--- src/rtl/instr_fetch_decode_pkg.sv ---
// instr_fetch_decode_pkg: opcodes, instruction field positions and FSM states for the fetch/decode stage
package instr_fetch_decode_pkg;
    localparam logic [1:0] OP_LI   = 2'b00;
    localparam logic [1:0] OP_ADDI = 2'b01;
    localparam logic [1:0] OP_NOP  = 2'b10;
    localparam logic [1:0] OP_HALT = 2'b11;
    localparam int OP_HI  = 15;
    localparam int OP_LO  = 14;
    localparam int RD_HI  = 13;
    localparam int RD_LO  = 11;
    localparam int RS_HI  = 10;
    localparam int RS_LO  = 8;
    localparam int IMM_HI = 7;
    localparam int IMM_LO = 0;
    typedef enum logic [1:0] {IDLE, RUN, HALT} state_t;
endpackage

--- src/rtl/instr_fetch_decode_mem.sv ---
// instr_mem: program store with synchronous write and combinational read; contents survive reset
module instr_mem #(
    parameter int DEPTH = 16,
    parameter int AW = 4
) (
    input  logic          clk,
    input  logic          we,
    input  logic [AW-1:0] waddr,
    input  logic [15:0]   wdata,
    input  logic [AW-1:0] raddr,
    output logic [15:0]   rdata
);
    logic [15:0] mem [DEPTH];
    always_ff @(posedge clk)
        if (we) mem[waddr] <= wdata;
    assign rdata = mem[raddr];
endmodule

--- src/rtl/instr_fetch_decode.sv ---
// instr_fetch_decode: load/run/halt FSM, PC and IR, with combinational li/addi/nop/halt decode
module instr_fetch_decode
    import instr_fetch_decode_pkg::*;
#(
    parameter int IMEM_DEPTH = 16,
    localparam int AW = $clog2(IMEM_DEPTH)
) (
    input  logic          clk,
    input  logic          rst_n,
    input  logic          Prog_We,
    input  logic [AW-1:0] Prog_Addr,
    input  logic [15:0]   Prog_Data,
    input  logic          Start,
    input  logic          Stall,
    output logic          ALUSrc,
    output logic [2:0]    Read_Reg,
    output logic [2:0]    Write_Reg,
    output logic [7:0]    Imm_Data,
    output logic          RegWrite,
    output logic          Instr_Valid,
    output logic [AW-1:0] PC,
    output logic          Halted
);
    state_t        state, state_next;
    logic [AW-1:0] pc_next;
    logic [15:0]   ir, ir_next, rdata;
    logic          valid, valid_next;
    logic [1:0]    op;

    instr_mem #(.DEPTH(IMEM_DEPTH), .AW(AW)) u_mem (
        .clk(clk),
        .we(Prog_We & (state == IDLE)),
        .waddr(Prog_Addr),
        .wdata(Prog_Data),
        .raddr(PC),
        .rdata(rdata)
    );

    always_ff @(posedge clk or negedge rst_n)
        if (!rst_n) begin
            state <= IDLE;
            PC    <= '0;
            ir    <= '0;
            valid <= 1'b0;
        end else begin
            state <= state_next;
            PC    <= pc_next;
            ir    <= ir_next;
            valid <= valid_next;
        end

    // A fetched halt parks PC on its own address; a stall freezes everything.
    always_comb begin
        state_next = state;
        pc_next    = PC;
        ir_next    = ir;
        valid_next = valid;
        if (state == RUN) begin
            if (!Stall) begin
                ir_next    = rdata;
                valid_next = 1'b1;
                if (rdata[OP_HI:OP_LO] == OP_HALT) state_next = HALT;
                else pc_next = PC + 1'b1;
            end
        end else begin
            if (state == HALT) valid_next = 1'b0;
            if (Start) begin
                state_next = RUN;
                pc_next    = '0;
            end
        end
    end

    assign op          = ir[OP_HI:OP_LO];
    assign ALUSrc      = op == OP_ADDI;
    assign Imm_Data    = ir[IMM_HI:IMM_LO];
    assign Read_Reg    = ir[RS_HI:RS_LO];
    assign Write_Reg   = ir[RD_HI:RD_LO];
    assign RegWrite    = valid & (op == OP_LI | op == OP_ADDI);
    assign Instr_Valid = valid;
    assign Halted      = state == HALT;
endmodule

--- config.mk ---
export PLATFORM = sky130hd
export DESIGN_NAME = instr_fetch_decode
export DESIGN_NICKNAME = d
export VERILOG_FILES = /design/src/rtl/instr_fetch_decode_pkg.sv /design/src/rtl/instr_fetch_decode_mem.sv /design/src/rtl/instr_fetch_decode.sv
export SDC_FILE = /design/constraint.sdc
export NUM_CORES = 1
export LEC_CHECK = 0
export ABC_AREA = 1
export CORE_MARGIN = 2
export CORE_UTILIZATION = 40
export CTS_CLUSTER_SIZE = 24
export DETAILED_ROUTE_END_ITERATION = 8
export SLEW_MARGIN = 40
export SYNTH_ARGS = -nofsm -noshare
export SYNTH_HDL_FRONTEND = slang
export SYNTH_SLANG_ARGS = --single-unit
--- constraint.sdc ---
create_clock -name clk -period 3.4 [get_ports clk]
set_input_delay 0.68 -clock clk [delete_from_list [all_inputs] [get_ports clk]]
set_output_delay 0.68 -clock clk [all_outputs]
set_load 0.01 [all_outputs]
# After elaboration in Yosys (flattened, before gate mapping)
# Memories as Yosys holds them, arrays and structs flattened.
# Cells that the tools add are included.
# W data, S select, Z words.
word_totals:
  output_inout_bits: 22
  n_memories: 1
  reg_bits: 23
  latchBits: 0
  elab_cells: 38
  ramBits: 256
  mem_bits_ro: 0
op_classes:
  reduce_logical: 8
  add_sub_neg: 1
  n_div: 0
  n_mux: 13
  n_bitwise: 4
  n_mul: 0
  shifts: 0
  n_lt_le_gt_ge: 0
  eq_ne: 7
mem_list:
  columns: ["name", "words", "width", "read_ports", "rd_ports_with_merged_regs", "write_ports", "line", "rtl"]
  rows:
  - ["u_mem.mem", 16, 16, 1, 0, 1, "instr_fetch_decode_mem.sv:13", "logic [15:0] mem [DEPTH];"]
ops:
  columns: ["op", "count"]
  rows:
  - ["$mux W4", 4]
  - ["$mux W2", 4]
  - ["$reduce_and A3 Y1", 2]
  - ["$mux W1", 5]
  - ["$add A4 B1 Y4 const B", 1]
  - ["$eq A2 B1 Y1 const B", 2]
  - ["$eq A2 B2 Y1 const B", 2]
  - ["$logic_not A2 Y1", 2]
  - ["$ne A2 B2 Y1 const B", 2]
  - ["$reduce_and A2 Y1", 2]
  - ["$reduce_bool A2 Y1", 2]
  - ["$and A1 B1 Y1", 2]
  - ["$ne A2 B1 Y1 const B", 1]
  - ["$not A1 Y1", 1]
  - ["$or A1 B1 Y1", 1]

# Logic depth before layout (Yosys ltp)
# An unclocked memory read counts as a cell.
depth:
  depth_word: 5
  mapped_depth: 14
  ltp_nobuf: 12

# Hierarchy
# A second synthesis with hierarchy kept.
unflattened:
  hier_cells: 1196
  hier_area_um2: 12215.5
modules_own_cells:
  columns: ["module", "area_each_um2", "n_inst", "cells_per_inst", "seq_area_each_um2"]
  rows:
  - ["instr_mem", 11060.6, 1, 1058, 7687.4]
  - ["instr_fetch_decode", 1154.9, 1, 138, 575.6]

# Worst setup path after synthesis
# No wires, ideal clock.
synth_path:
  path_kind: "input -> register"
  start: "in Prog_We"
  end: "mem u_mem.mem[10][0], enable pin"
  slack_ns: 1.255
  path_stages: 4
  t_required_ns: 3.012
  setup_time_ns: 0.388
  arrival_time_ns: 1.757
  path_cell_list: "nand2_1 > nor2_1 > nand3_1 > nor2_1"
synth_between:
  elab_chain_len: 3
synth_rtl:
  columns: ["item", "line", "rtl"]
  rows:
  - ["from (decl)", "instr_fetch_decode.sv:10", "input logic Prog_We,"]
  - ["$and A1 B1 Y1", "instr_fetch_decode.sv:32", ".we(Prog_We & (state == IDLE)),"]
  - ["$mux W1", "instr_fetch_decode_mem.sv:15", "if (we) mem[waddr] <= wdata;"]
  - ["$mux W1 (implied by the code)", "instr_fetch_decode_mem.sv:15", null]
  - ["to (decl)", "instr_fetch_decode_mem.sv:13", null]
# No other way between the ends.

# Worst setup path in the final report
layout_path:
  start: "reg PC[1]"
  end: "out PC[1]"
layout_rtl:
  columns: ["item", "line", "rtl"]
  rows:
  - ["from (decl)", "instr_fetch_decode.sv:21", "output logic [AW-1:0] PC,"]
  - ["from (signal assigned)", "instr_fetch_decode.sv:47", "PC <= pc_next;"]
# No word-level cell between the ends.

==> run metrics <==
run status finished clean; Remaining DRCs 0; All-Layer GR Usage 18.9%; IO Count 47; number of global-route vias before repair 6825; critical path endpoint PC[1]; fin crit share 84.2%; critical path class reg2out; CP required around 2.7 ns; Antenna diodes 0; Worst-path clk slew 0.06 ns; cts repair resizes 0; clock sinks around 280; Max Clock Freq ~350 MHz; Pint 6.53 mW; CP Capture Type primary output; Net Sw Frac slightly below 30%; leakage power 4.52 nW; Seq pwr share 43.4%; Num CTS Buffers 29; pwr dens 707 nW/um2; hold_ws around 0.11 ns; FF+latch count, synth 279; Max-slew headroom approximately 47%; clock tree buffer depth 3; Peak VDD IR 0.000349 V; IO buf count between 40 and 50; setup bufs post-CTS 0; 1st-iter DRT viols 788; worst path arrival time between 2 and 2.5 ns; Worst R2R End PC[2]; GP Congestion 0.798; Worst Setup SP PC[1]; Pre-Repair DR Iteration Count 5; RSZ-0062 raised after global routing false; cell depth of the worst flop-to-flop path 10; Final Hold Vio Count 0; synthesized area 11200 um2; Cell Count, Final, Fillers Out about 1300; clock power share between 30% and 40%; first-pass GRT wire length between 40000 and 50000 um; commonest non-fill, non-tap cells in the layout edfxtp_1, nand2_1, nor2_1; CTS root buf clkbuf_16; H-tree depth 1; Via Count 7090; # rows 61; routed len/inst 20.7 um; Max Transition Viols Final 0; total gr overflow 0; Slew @ Worst Pin 0.797 ns; max-cap violation count 0; Hold Crit Class in2async; logic gate share of total power 21.3%; Max Clock Skew between 0.005 and 0.006 ns; number of antenna violations at the first check in global routing 0; r2r setup slk about 1.1 ns; Final HPWL DP 17000 um; post-route ant nets 0; DP Cell Count between 1000 and 1500; Die ar. around 29000 um2; crit path time final 2.86 ns; syn_area_per_cell between 10 and 15 um2; P_sw 2.70 mW; DRT Wirelength 27400 um; Die X about 170 um; Worst-Skew Late Latency approximately 0.54 ns; CTS tree built; setup tns final 0 ns; area grow syn2layout 16.7%; CTS Hold Buffers Added 0; Max FO, Critical Path 68; sequential area share after synthesis about three quarters; Core Area roughly 28000 um2; commonest non-fill, non-tap cell in the layout edfxtp_1; largest net degree at the start of global routing 71; Reg2Reg Launch Point PC[0]; Worst setup SP type flop; Yosys warning total 0; vias per std cell 5.35; syn_nets 905; share of layout cells above drive strength 1 12.0%; layout net count 951; final setup violation count 0; height of the chip 171 um; Post-Syn Instances 879; post-synth cell types 23; Initial Util 40.4%
[layer usage]
metal  global-route usage (%)  up-vias  wire, um
li1                         -     3276         -
met1                     26.6     3522     12200
met2                     30.6      255     12800
met3                     3.35       37      1940
met4                     4.53        0       489
met5                        0        -         0
[synthesized netlist by cell type]
| library cell | n | area (um2) |
|---|---|---|
| a21oi_1 | 1 | 5.00 |
| buf_1 | 3 | 11.3 |
| buf_2 | 23 | 115 |
| buf_4 | 19 | 143 |
| buf_6 | 3 | 33.8 |
| clkbuf_1 | 19 | 71.3 |
| dfrtp_1 | 23 | 576 |
| edfxtp_1 | 256 | 7690 |
| ha_1 | 1 | 12.5 |
| inv_1 | 27 | 101 |
| inv_2 | 4 | 15.0 |
| inv_4 | 1 | 6.26 |
| nand2_1 | 128 | 480 |
| nand2_2 | 4 | 25.0 |
| nand3_1 | 56 | 280 |
| nand3_2 | 1 | 10.0 |
| nand4_1 | 2 | 12.5 |
| nor2_1 | 135 | 507 |
| nor2_2 | 1 | 6.26 |
| o21ai_0 | 58 | 290 |
| o21ai_1 | 57 | 285 |
| o221ai_1 | 56 | 490 |
| xnor2_1 | 1 | 8.76 |
[metrics by stage]
stage	util [%]	setup slack, ns	total power, mW	area, um2
after global placement	43.7	0.728	6.02	12100
final	47.2	0.537	9.23	13000
after CTS	47.2	0.502	9.28	13000
after global routing	47.2	0.441	9.64	13000
after detailed placement	43.6	0.749	6.04	12100
after floorplan	-	1.25	5.39	11200
[cell type report]
cell class / instances / area [um2]
Clock buffer: 32 / 737
Clock inverter: 22 / 255
Fill cell: 2481 / 14600
Inverter: 32 / 123
Multi-Input combinational cell: 501 / 2450
Sequential cell: 279 / 8270
Tap cell: 378 / 473
Timing Repair Buffer: 82 / 733
[state kept, by name (all words and copies together), names as in the netlist]
signal / cells
Instr_Valid: 1
PC: 4
ir: 16
state: 2
u_mem.mem: 256
[logic make-up (layout without fill, tap and decap cells)]
| logic type | Yosys count | after routing | synth area share [%] |
|---|---|---|---|
| xor+xnor | 1 | 1 | 0.0784 |
| compound gates | 172 | 172 | 9.59 |
| flops | 279 | 279 | 74.0 |
| fa+ha+maj | 1 | 1 | 0.112 |
| simple gates | 327 | 327 | 11.8 |
| buf+inv | 99 | 168 | 4.45 |
[power groups by stage]
stage / Clock [mW] / Sequential (mW) / Combinational (mW)
5_1_grt: 3.45 / 4.02 / 2.17
3_5_place_dp: 0 / 4.08 / 1.96
3_3_place_gp: 0 / 4.08 / 1.94
4_1_cts: 3.31 / 4.01 / 1.96
6_report: 3.26 / 4.01 / 1.96
2_1_floorplan: 0 / 4.06 / 1.34
[how the worst min path moves through the flow]
stage | start | end
5_1_grt | rst_n | ir[11]
3_5_place_dp | ir[12] | ir[12]
6_report | rst_n | ir[11]
2_1_floorplan | rst_n | Instr_Valid
3_3_place_gp | ir[8] | ir[8]
4_1_cts | rst_n | ir[11]
[worst max-delay path, cell delays in order (launching register included)]
cell	delay, ns
dfrtp_2	0.36
buf_4	0.57
clkdlybuf4s50_1	0.68
Power figures use the tool's default switching activity.
